==> src/rtl/aff7seg_scan.sv <==
// aff7seg_scan: time-multiplexed NDIG-digit common-anode 7-segment driver.
// Double-buffered display word, per-digit enable/blink, leading-zero blanking, guard slot.
module aff7seg_scan #(
    parameter int NDIG         = 4,
    parameter int DIV          = 50000,
    parameter int GUARD        = 2,
    parameter int BLINK_FRAMES = 64
) (
    input  logic              clk,
    input  logic              rst_n,
    input  logic              load,
    input  logic [4*NDIG-1:0] val,
    input  logic [NDIG-1:0]   en,
    input  logic [NDIG-1:0]   blink,
    input  logic              lz,
    output logic [6:0]        seg,
    output logic [NDIG-1:0]   an,
    output logic              frame
);
    localparam int CW = $clog2(DIV);
    localparam int IW = $clog2(NDIG);
    localparam int FW = $clog2(BLINK_FRAMES + 1);
    localparam logic [CW-1:0] CNT_LAST = CW'(DIV - 1);
    localparam logic [CW-1:0] GUARD_C  = CW'(GUARD);
    localparam logic [IW-1:0] IDX_LAST = IW'(NDIG - 1);
    localparam logic [FW-1:0] FR_LAST  = FW'(BLINK_FRAMES - 1);

    logic [CW-1:0]     cnt_q, cnt_d;
    logic [IW-1:0]     idx_q, idx_d;
    logic [FW-1:0]     fcnt_q, fcnt_d;
    logic              phase_q, phase_d;
    logic [4*NDIG-1:0] pval_q, pval_d, aval_q, aval_d;
    logic [NDIG-1:0]   pen_q, pen_d, aen_q, aen_d;
    logic [NDIG-1:0]   pbl_q, pbl_d, abl_q, abl_d;
    logic [6:0]        seg_q, seg_d;
    logic [NDIG-1:0]   an_q, an_d;
    logic              frame_q, frame_d;

    logic              slot_end, bnd, dark;
    logic [NDIG:0]     zchain;
    logic [3:0]        cur;
    logic              cur_en, cur_bl, cur_lz;

    function automatic logic [6:0] enc7(input logic [3:0] h);
        logic [6:0] s;
        unique case (h)
            4'h0: s = 7'b1000000;
            4'h1: s = 7'b1111001;
            4'h2: s = 7'b0100100;
            4'h3: s = 7'b0110000;
            4'h4: s = 7'b0011001;
            4'h5: s = 7'b0010010;
            4'h6: s = 7'b0000010;
            4'h7: s = 7'b1111000;
            4'h8: s = 7'b0000000;
            4'h9: s = 7'b0010000;
            4'hA: s = 7'b0001000;
            4'hB: s = 7'b0000011;
            4'hC: s = 7'b1000110;
            4'hD: s = 7'b0100001;
            4'hE: s = 7'b0000110;
            4'hF: s = 7'b0001110;
        endcase
        return s;
    endfunction

    // zchain[i]: digits i..NDIG-1 are all zero or disabled
    always_comb begin
        zchain       = '0;
        zchain[NDIG] = 1'b1;
        for (int i = NDIG - 1; i >= 0; i--) begin
            zchain[i] = zchain[i+1] &
                        (~aen_q[i] | (aval_q[4*i +: 4] == 4'h0));
        end
        cur    = 4'h0;
        cur_en = 1'b0;
        cur_bl = 1'b0;
        cur_lz = 1'b0;
        for (int i = 0; i < NDIG; i++) begin
            if (idx_q == IW'(i)) begin
                cur    = aval_q[4*i +: 4];
                cur_en = aen_q[i];
                cur_bl = abl_q[i];
                cur_lz = (i != 0) && zchain[i];
            end
        end
    end

    always_comb begin
        slot_end = (cnt_q == CNT_LAST);
        bnd      = slot_end && (idx_q == IDX_LAST);

        cnt_d = slot_end ? '0 : cnt_q + CW'(1);
        idx_d = idx_q;
        if (slot_end) begin
            idx_d = (idx_q == IDX_LAST) ? '0 : idx_q + IW'(1);
        end

        fcnt_d  = fcnt_q;
        phase_d = phase_q;
        if (bnd) begin
            if (fcnt_q == FR_LAST) begin
                fcnt_d  = '0;
                phase_d = ~phase_q;
            end else begin
                fcnt_d = fcnt_q + FW'(1);
            end
        end

        pval_d = load ? val : pval_q;
        pen_d  = load ? en : pen_q;
        pbl_d  = load ? blink : pbl_q;
        // active takes the pre-edge pending copy, so a coincident load waits a frame
        aval_d = bnd ? pval_q : aval_q;
        aen_d  = bnd ? pen_q : aen_q;
        abl_d  = bnd ? pbl_q : abl_q;

        dark = (cnt_q < GUARD_C) || !cur_en ||
               (phase_q && cur_bl) || (lz && cur_lz);
        seg_d = dark ? 7'b1111111 : enc7(cur);
        an_d  = '1;
        for (int i = 0; i < NDIG; i++) begin
            if (!dark && idx_q == IW'(i)) begin
                an_d[i] = 1'b0;
            end
        end
        frame_d = bnd;
    end

    always_ff @(posedge clk or negedge rst_n) begin
        if (!rst_n) begin
            cnt_q   <= '0;
            idx_q   <= '0;
            fcnt_q  <= '0;
            phase_q <= 1'b0;
            pval_q  <= '0;
            pen_q   <= '0;
            pbl_q   <= '0;
            aval_q  <= '0;
            aen_q   <= '0;
            abl_q   <= '0;
            seg_q   <= 7'b1111111;
            an_q    <= '1;
            frame_q <= 1'b0;
        end else begin
            cnt_q   <= cnt_d;
            idx_q   <= idx_d;
            fcnt_q  <= fcnt_d;
            phase_q <= phase_d;
            pval_q  <= pval_d;
            pen_q   <= pen_d;
            pbl_q   <= pbl_d;
            aval_q  <= aval_d;
            aen_q   <= aen_d;
            abl_q   <= abl_d;
            seg_q   <= seg_d;
            an_q    <= an_d;
            frame_q <= frame_d;
        end
    end

    assign seg   = seg_q;
    assign an    = an_q;
    assign frame = frame_q;

endmodule

==> config.mk <==
export PLATFORM = sky130hd
export DESIGN_NAME = aff7seg_scan
export DESIGN_NICKNAME = d
export VERILOG_FILES = /design/src/rtl/aff7seg_scan.sv
export SDC_FILE = /design/constraint.sdc
export NUM_CORES = 1
export LEC_CHECK = 0
export BUFFER_PORTS_ARGS = -buffer_cell sky130_fd_sc_hd__buf_2
export CAP_MARGIN = 20
export CORE_UTILIZATION = 60
export CTS_CLUSTER_DIAMETER = 30
export DETAILED_ROUTE_END_ITERATION = 10
export PLACE_DENSITY = 0.79
export SYNTH_ARGS = -nofsm -noshare
export SYNTH_HDL_FRONTEND = slang
export SYNTH_SLANG_ARGS = --single-unit
==> constraint.sdc <==
create_clock -name clk -period 4.7 [get_ports clk]
set_input_delay 0.235 -clock clk [delete_from_list [all_inputs] [get_ports clk]]
set_output_delay 0.235 -clock clk [all_outputs]
set_load 0.01 [all_outputs]
==> results.cfg, run 1 <==
[run_status]
outcome = complete, no violations

[floorplanning]
die_w_um = 82.3
rows = 28
design.core.area_um2 = 6060
ioPinCount = 40
fp.dieArea_um2 = 6770
fp.dieH_um = 82.3
initial_utilization_pct = 63.9

[routing]
drt-initial-drc-count = 161
drc = 0
drtAntennaViolNets = 0
routed_wl_mm = 7.43
post_drt_via_cell_ratio = 5.68
via_count = 2728
firstDrtPassIters = 4
detail_route.wl_per_cell_um = 15.5

[clocking]
clk_pin_slew_ns = 0.09
cts_tree = yes
post_cts_resized = 0
cts_buffers = 9
clk_path_buf_depth = 2
ctsHtreeMaxLevel = 3
clk_root_buffer_cell = clkbuf_8
clkSinkCount = 86
clock_latency_ns = 0.35
cts_hold_buf = 0
post_cts_buffers = 0

[sta]
report.final.slew_viol_count = 0
tightest_slew_ns = 0.984
period_share_pct = 59.3
finalCriticalPeriod_ns = 2.79
relSlewSlack_pct = 34.4
finClkSkew_ns = 0.00953
fmax_mhz = 359
setup_violations = 0
setup_tns_ns = 0
rsz0062_at_grt = no
hold_viol = 0

[grt]
antenna_found_initial = 0
grt_pass1_vias = 2622
overflow = 0
track_usage_pct = 25.2
grt_first_pass_wirelength_mm = 12.6
grt_max_degree = 87

[placed_design]
place_hpwl_mm = 5.04
dpl.cell_count = 462
place.gp.congestion = 0.883
port_buffers = 39

[min_path]
whs_endpoint = pval_q[0]
hp-class = in2reg
hp-start = val[0]
hold-path-cell-count = 2

[yosys]
ys_seq_area_share_pct = 56.0
synth_seq_cells = 86
async_flop_share_pct = 100
synth_top_flop_cell = dfrtp_1
syn_inst = 362
synth_nets = 402
syn_area_per_cell_um2 = 10.7
yosysWarnings = 0
synth_edf_count = 0
syn_area_um2 = 3870
synth_cell_types = 51

[power_and_ir_drop]
leakage_uw = 0.00205
total_power_uw = 1320
power_density_nw_per_um2 = 305
peakVddDrop_v = 0.000271

[setup_path]
cp-start-kind = flip-flop
regToRegStartpoint = idx_q[1]
crit_type = reg2reg
reg2reg_to = seg[3]
slowest_stage = ha_1
crit_family = compound AO/OA/AOI/OAI gates
cp_num_buf_inv = 2
path_max_fanout = 10
crit_required_ns = 4.94
endpoint_kind = flip-flop
critical-path-max-stage-delay_ns = 0.41
worst-endpoint-arrival_ns = 3.03
crit_chain = inv_1, ha_1, nor2b_2, a221o_1, o221ai_1, inv_1, ha_1, nor3_1, a211o_1, o311ai_1
reg2reg_slack_ns = 1.91
reg2reg_depth = 10

[finish]
syn_to_final_growth_pct = 11.9
finalNetCount = 440
final_util_pct = 71.4
final_cells = 480
layout-drive-gt1-share_pct = 24.7
diodes = 0

[flow_run]
cap_violations = 0
## stage by stage
stage | area, um2 | setup slack, ns | hold WS, ns
3_5_place_dp | 4100 | 1.97 | 0.464
2_1_floorplan | 3870 | 2.37 | -0.0606
3_3_place_gp | 4100 | 2.14 | 0.456
4_1_cts | 4290 | 1.96 | 0.0893
6_report | 4330 | 1.91 | 0.105
5_1_grt | 4330 | 1.77 | 0.0940
## cells in the mapped netlist (2+ instances only)
master      n  area share (%)
a31oi_1     2            0.32
o21ai_0     3            0.39
dfrtp_1    75              48
o221ai_1    3            0.68
nor4_1      2            0.32
dfstp_2    11             7.5
ha_1       12             3.9
and3_1      2            0.32
nand3_1    16             2.1
inv_1       7            0.68
nor2_1     16             1.6
nand2_1   100             9.7
buf_2       6            0.78
xnor2_1     9             2.0
o31ai_1     3            0.58
o22ai_1     2            0.32
xor2_1      8             1.8
a21oi_1     2            0.26
clkbuf_1    7            0.68
o41ai_1     3            0.68
a211o_1     3            0.68
o211ai_1    3            0.58
mux2_2     25             7.3
a221o_1     2            0.52
nor3_1      9             1.2
nand4_1     5            0.81
buf_4       2            0.39
## kinds of logic after synthesis
logic type,Yosys count,synth area share [%]
flip-flops,86,56.0
adder cells (fa/ha/maj),12,3.88
AO/OA/AOI/OAI,35,7.24
XOR/XNOR,17,3.85
buffers and inverters,22,2.52
AND/OR/NAND/NOR,164,19.0
multiplexers,26,7.53
## cell type report
cell class / instances / area [um2]
multi-input cells: 254 / 1610
inverters: 7 / 26.3
flip-flops and latches: 86 / 2170
clock buffers: 12 / 165
fillers: 462 / 1730
repair buffers: 42 / 243
clock inverters: 4 / 30.0
well taps: 75 / 93.8
## power breakdown
| part | switching, uW | total, uW | internal (uW) | leakage [uW] |
|---|---|---|---|---|
| Combinational | 25.2 | 54.8 | 29.5 | 0.000858 |
| Clock | 256 | 493 | 236 | 0.0000986 |
| Sequential | 11.9 | 772 | 760 | 0.00109 |
| Total | 294 | 1320 | 1030 | 0.00205 |
## sequential cells by signal (all words and copies together), names as in the netlist
| signal | flops |
|---|---|
| frame | 1 |
| an | 4 |
| aen_q | 4 |
| cnt_q | 16 |
| fcnt_q | 7 |
| aval_q | 16 |
| pval_q | 16 |
| pbl_q | 4 |
| pen_q | 4 |
| abl_q | 4 |
| phase_q | 1 |
| seg | 7 |
| idx_q | 2 |
## per-layer routing
layer  share of wire [%]  global-route usage (%)  vias up
met5                   0                       0        -
met4                 2.0                    9.30        0
met3                 3.5                    5.82       17
met2                  50                    40.2       61
met1                  44                    33.8     1331
li1                    -                       -     1319
## worst max-delay path by stage
stage | from | cells after the start | end
2_1_floorplan | idx_q[0] | 10 | seg[3]
6_report | idx_q[1] | 10 | seg[3]
5_1_grt | idx_q[1] | 10 | seg[5]
4_1_cts | idx_q[1] | 10 | seg[3]
3_3_place_gp | idx_q[0] | 10 | seg[3]
3_5_place_dp | idx_q[1] | 10 | seg[3]
## cells in the final DEF, fill, tap and decap left out, drive strengths merged, types with 5 or more instances in the layout
cell and n:
dfrtp 75, nand3 16, nand4 5, xor2 8
nand2 100, buf 41, clkbuf 12, ha 12
dfstp 11, inv 7, mux2 25, xnor2 9
nor2 16, nor3 10
Power figures use the tool's default switching activity.
==> inputs of run 2 (changes only) <==
--- a/config.mk
+++ b/config.mk
@@ -5,12 +5,13 @@
 export SDC_FILE = /design/constraint.sdc
 export NUM_CORES = 1
 export LEC_CHECK = 0
+export ABC_AREA = 1
 export BUFFER_PORTS_ARGS = -buffer_cell sky130_fd_sc_hd__buf_2
 export CAP_MARGIN = 20
-export CORE_UTILIZATION = 60
+export CORE_UTILIZATION = 59
 export CTS_CLUSTER_DIAMETER = 30
 export DETAILED_ROUTE_END_ITERATION = 10
-export PLACE_DENSITY = 0.79
+export PLACE_DENSITY = 0.77
 export SYNTH_ARGS = -nofsm -noshare
 export SYNTH_HDL_FRONTEND = slang
 export SYNTH_SLANG_ARGS = --single-unit
==> constraint.sdc (replaced) <==
create_clock -name clk -period 2.9 [get_ports clk]
set_input_delay 0.145 -clock clk [delete_from_list [all_inputs] [get_ports clk]]
set_output_delay 0.145 -clock clk [all_outputs]
set_load 0.01 [all_outputs]
==> run 2 against run 1 <==
First-iteration DRC count fell by 18%. Sequential share of layout area fell by 5.6 points. Final area rose by 12%. Clock-buffer cell count rose by 2. Hold slack got worse by 0.090 ns. Global-route usage fell by 2.2 points. Largest power group unchanged. Register-to-register slack got worse by 1.3 ns. Fmax rose by 22%. Largest cell class unchanged. Via count rose by 20%. Clock power rose by 71%. Non-clock buffer count rose by 16.
==> results.cfg, run 2 <==
[run_status]
outcome = complete, no violations

[yosys]
yosysWarnings = 0
yosys-top-cells-area = dfrtp_1 (44%), nand2_1 (13%), dfstp_2 (6.8%), o21ai_2 (5.6%), inv_1 (5.5%)
synth_edf_count = 0
synth_top_flop_cell = dfrtp_1
synth.largest_area_cell = dfrtp_1
synthTopCellsByCount = nand2_1 (144), dfrtp_1 (75), inv_1 (62)
ys_seq_area_share_pct = 50.9
yosys.area.top_type_share_pct = 44.1
synth_nets = 537
synth_seq_cells = 86
async_flop_share_pct = 100
syn_area_um2 = 4260
syn_inst = 497
syn_area_per_cell_um2 = 8.56
synth_most_common_cell = nand2_1
synth_cell_types = 27

[finish]
syn_to_final_growth_pct = 14.5
finalNetCount = 591
top_regs = aval_q x16, cnt_q x16, pval_q x16
layout_common_cells = nand2_1 (144), dfrtp_1 (75), inv_1 (62), buf_2 (38), nand3_1 (37)
diodes = 0
design_area_um2 = 4870
final_common_cell = nand2_1
layout-drive-gt1-share_pct = 19.2

[sta]
period_share_pct = 78.5
fmax_mhz = 439
setup_tns_ns = 0
finalCriticalPeriod_ns = 2.28
finalWorstSetupSlack_ns = 0.623
finClkSkew_ns = 0.00876
relSlewSlack_pct = 54.1
setup_violations = 0
hold_viol = 0
rsz0062_at_grt = no
report.final.slew_viol_count = 0
tightest_slew_ns = 0.681

[routing]
drt-initial-drc-count = 132
drtAntennaViolNets = 0
via_count = 3268
post_drt_via_cell_ratio = 5.01
drc = 0
firstDrtPassIters = 4
detail_route.wl_per_cell_um = 11.9
routed_wl_mm = 7.75

[grt]
busiest_layer = met2
grt_first_pass_wirelength_mm = 13.4
grt_pass1_vias = 3096
grt_max_degree = 84
met3_usage_pct = 3.60
track_usage_pct = 23.0
antenna_found_initial = 0
use_met1_pct = 30.0
overflow = 0
met2_usage_pct = 38.7

[floorplanning]
initial_utilization_pct = 61.9
rows = 30
design.core.area_um2 = 6870
fp.dieArea_um2 = 7560
fp.dieH_um = 86.9
ioPinCount = 40
die_w_um = 86.9

[placed_design]
postPlaceCellArea_um2 = 4470
place_hpwl_mm = 5.42
place.gp.congestion = 0.958
pre_cts_slack_ns = 0.676
port_buffers = 39

[setup_path]
endpoint_kind = flip-flop
worst-endpoint-arrival_ns = 2.53
path_max_fanout = 9
crit_required_ns = 3.15
crit_type = reg2reg
cp-start-kind = flip-flop

[flow_run]
cap_violations = 0

[min_path]
hp-class = in2reg

[clocking]
cts_tree = yes
cts_buffers = 9
ctsHtreeMaxLevel = 3
clk_path_buf_depth = 2
clk_pin_slew_ns = 0.08
post_cts_buffers = 0
clock_latency_ns = 0.35
clk_root_buffer_cell = clkbuf_8
clkSinkCount = 86
post_cts_resized = 0
cts_hold_buf = 17

[power_and_ir_drop]
power_density_nw_per_um2 = 451
total_power_uw = 2200
leakage_uw = 0.00240
peakVddDrop_v = 0.000409
## run 2: layout make-up
type	instances	area [um2]
clock inverters	2	38.8
multi-input cells	329	1730
well taps	96	120
fillers	563	2000
repair buffers	58	403
flip-flops and latches	86	2170
clock buffers	14	163
inverters	67	251
## run 2: path summary, 6_finish.rpt
check / start / end / slack (ns) / cells after the start
worst max-delay path: idx_q[1] / seg[5] / 0.62 / 9
worst min register to register: cnt_q[0] / cnt_q[0] / 0.47 / 1
min in group asynchronous: rst_n / cnt_q[9] / 0.27 / 2
worst max register to register: idx_q[1] / seg[5] / 0.62 / 9
max in group asynchronous: rst_n / aval_q[14] / 2.06 / 3
worst min-delay path: en[0] / pen_q[0] / 0.01 / 3
## run 2: where the power goes
group          leakage [uW]  switching (uW)  internal, uW
Clock              0.000101             392           450
Sequential          0.00111            7.94          1230
Combinational       0.00119            71.6          46.4
Total               0.00240             472          1720
## run 2: kinds of logic (layout without fill, tap and decap cells)
family,Yosys count,in the layout,share of synthesized area [%]
and+or+nand+nor,233,233,23.7
DFF,86,86,50.9
buffers and inverters,82,141,8.47
AOI/OAI and AO/OA,71,71,10.7
xor gates and xnor gates,13,13,2.68
adders and majority gates,12,12,3.53
## run 2: stage by stage
stage	std cells	hold slack, ns	util, %
5_1_grt	652	0.00339	70.9
6_report	652	0.0150	70.9
3_5_place_dp	618	0.356	65.1
4_1_cts	651	0.000465	70.5
2_1_floorplan	497	-0.151	-
3_3_place_gp	618	0.349	65.1
## run 2: worst max-delay path, cell delays in order (launching register included)
cell and delay (ns):
dfrtp_1 0.38, ha_1 0.43, inv_2 0.18, o21ai_0 0.60, ha_1 0.26, inv_1 0.04, nand2_1 0.05, nand2_1 0.05
a21oi_1 0.12, nand2_1 0.06
## run 2: per-layer routing
layer,up-vias,wire length [um]
met5,-,0
met4,0,80
met3,7,236
met2,61,3770
met1,1529,3660
li1,1671,-
==> inputs of run 3 (changes only) <==
--- a/config.mk
+++ b/config.mk
@@ -5,10 +5,10 @@
 export SDC_FILE = /design/constraint.sdc
 export NUM_CORES = 1
 export LEC_CHECK = 0
-export ABC_AREA = 1
+export ABC_AREA = 0
 export BUFFER_PORTS_ARGS = -buffer_cell sky130_fd_sc_hd__buf_2
 export CAP_MARGIN = 20
-export CORE_UTILIZATION = 59
+export CORE_UTILIZATION = 58
 export CTS_CLUSTER_DIAMETER = 30
 export DETAILED_ROUTE_END_ITERATION = 10
 export PLACE_DENSITY = 0.77
==> constraint.sdc (replaced) <==
create_clock -name clk -period 2.1 [get_ports clk]
set_input_delay 0.105 -clock clk [delete_from_list [all_inputs] [get_ports clk]]
set_output_delay 0.105 -clock clk [all_outputs]
set_load 0.01 [all_outputs]
==> run 3 against run 2 <==
The flow now finishes with violations (setup timing). Power rose by 39%. Core utilization rose by 5.6 points. First-iteration DRC count rose by 41%. Fmax rose by 7.6%. Critical path depth did not move. Global-route usage rose by 2.9 points. Via count fell by 9.3%. Register-to-register slack got worse by 0.64 ns. Hold slack improved by 0.20 ns. Largest cell class unchanged.
==> results.cfg, run 3 (synthesis gave the netlist of run 1 again) <==
[power_and_ir_drop]
leakage_uw = 0.00228
switching_power_uw = 701
p_clk_share_pct = 38.2
power_density_nw_per_um2 = 626
peakVddDrop_v = 0.000626
p_sw_share_pct = 22.9
p_int_uw = 2350
comb_power_share_pct = 5.2
seq_power_share_pct = 56.6

[grt]
grt_first_pass_wirelength_mm = 14.1
track_usage_pct = 25.8
overflow = 0
grt_max_degree = 41
grt_pass1_vias = 3030
antenna_found_initial = 0

[placed_design]
port_buffers = 39
dpl.cell_count = 485
pre_cts_slack_ns = -0.0749
place_hpwl_mm = 5.49
place.gp.congestion = 0.890

[sta]
setup_violations = 2
tightest_slew_ns = 0.532
period_share_pct = 101
finClkSkew_ns = 0.0137
finalCriticalPeriod_ns = 2.11
report.final.slew_viol_count = 0
fmax_mhz = 473
finalWorstSetupSlack_ns = -0.0149
relSlewSlack_pct = 64.5
rsz0062_at_grt = yes
hold_viol = 0

[run_status]
violations = setup timing
outcome = finished with violations

[floorplanning]
rows = 29
die_w_um = 83.7
fp.dieH_um = 83.7
fp.dieArea_um2 = 7000
initial_utilization_pct = 60.6
ioPinCount = 40
design.core.area_um2 = 6390

[clocking]
cts_buffers = 9
clkSinkCount = 86
clk_path_buf_depth = 2
cts_tree = yes
clock_latency_ns = 0.37
clk_pin_slew_ns = 0.09
clk_root_buffer_cell = clkbuf_8
ctsHtreeMaxLevel = 3

[routing]
drc = 0
via_count = 2963
drt-initial-drc-count = 186
drtAntennaViolNets = 0
detail_route.wl_per_cell_um = 15.4
post_drt_via_cell_ratio = 5.57
routed_wl_mm = 8.20
firstDrtPassIters = 4

[finish]
finalNetCount = 490
syn_to_final_growth_pct = 26.2
final_common_cell = nand2_1
layout_common_cells = nand2_1 (100), dfrtp_1 (75), buf_2 (38)
layout-drive-gt1-share_pct = 30.8
diodes = 0
final_cells = 532
top_regs = aval_q x16, cnt_q x16, pval_q x16

[setup_path]
cp-start-kind = flip-flop
path_max_fanout = 5
reg2reg_depth = 9
worst-endpoint-arrival_ns = 2.38
crit_type = reg2reg
endpoint_kind = flip-flop
crit_required_ns = 2.36

[flow_run]
cap_violations = 0

[min_path]
hp-class = in2async
## run 3: cell types whose count changed in the layout (fill, tap and decap cells not counted), moves of 8 or more
cell	change
a21oi_1	-9
buf_4	+23
dlygate4sd3_1	+8
inv_1	-58
mux2_2	+25
nand2_1	-44
nand3_1	-22
nor2_1	-13
o21ai_0	-30
o21ai_2	-27
## run 3: power by group through the flow
stage               Clock, uW  Combinational, uW  Sequential, uW
finish                   1170                160            1730
global route             1260                178            1730
CTS                      1190                162            1730
detailed placement          0                127            1760
global placement            0                119            1760
floorplan                   0               56.9            1750
## run 3: final timing paths
kind                            slack (ns)      start        end
worst max-delay path                 -0.01   idx_q[0]     seg[3]
worst min-delay path                  0.22      rst_n   cnt_q[5]
worst max register to register       -0.01   idx_q[0]     seg[3]
worst min register to register        0.48  pval_q[0]  aval_q[0]
max in group asynchronous             1.23      rst_n     seg[4]
min in group clk                      0.27         lz      an[3]
## run 3: critical path: stages, from the launching register on
cell	delay, ns
dfrtp_1	0.42
ha_2	0.23
or2_4	0.27
a221o_1	0.30
o221ai_4	0.11
buf_6	0.14
ha_1	0.15
inv_1	0.07
a211o_1	0.25
o311ai_1	0.08
## run 3: metrics by stage
step	power, uW	hold WS [ns]	util (%)	TNS (ns)	instance area [um2]
global route	3170	0.253	76.5	-0.472	4880
CTS	3080	0.221	76.0	-0.0169	4850
finish	3060	0.219	76.5	-0.0184	4880
global placement	1880	0.0598	67.8	0	4330
detailed placement	1890	0.0678	67.8	-0.244	4330
floorplan	1810	-0.191	-	0	3920
## run 3: layout make-up
| type | instances | area, um2 |
|---|---|---|
| clock inverter | 6 | 71.3 |
| fill | 417 | 1500 |
| timing repair buffer | 92 | 691 |
| multi-input combinational | 254 | 1710 |
| tap | 77 | 96.3 |
| clock buffer | 10 | 128 |
| inverter | 7 | 26.3 |
| sequential | 86 | 2170 |
## run 3: routing by layer
layer	share of wire (%)	track usage, %	vias to the layer above
met5	0	0	-
met4	1.9	8.63	0
met3	3.8	5.84	16
li1	-	-	1415
met1	43	33.7	1456
met2	51	42.9	76
## run 3: repair_timing
item	CTS	global route
setup buffers	5	1
endpoints found under the setup margin	6	11
endpoints found under the hold margin	53	0
pin swaps	6	4
hold buffers	25	0
gates resized for setup	9	7
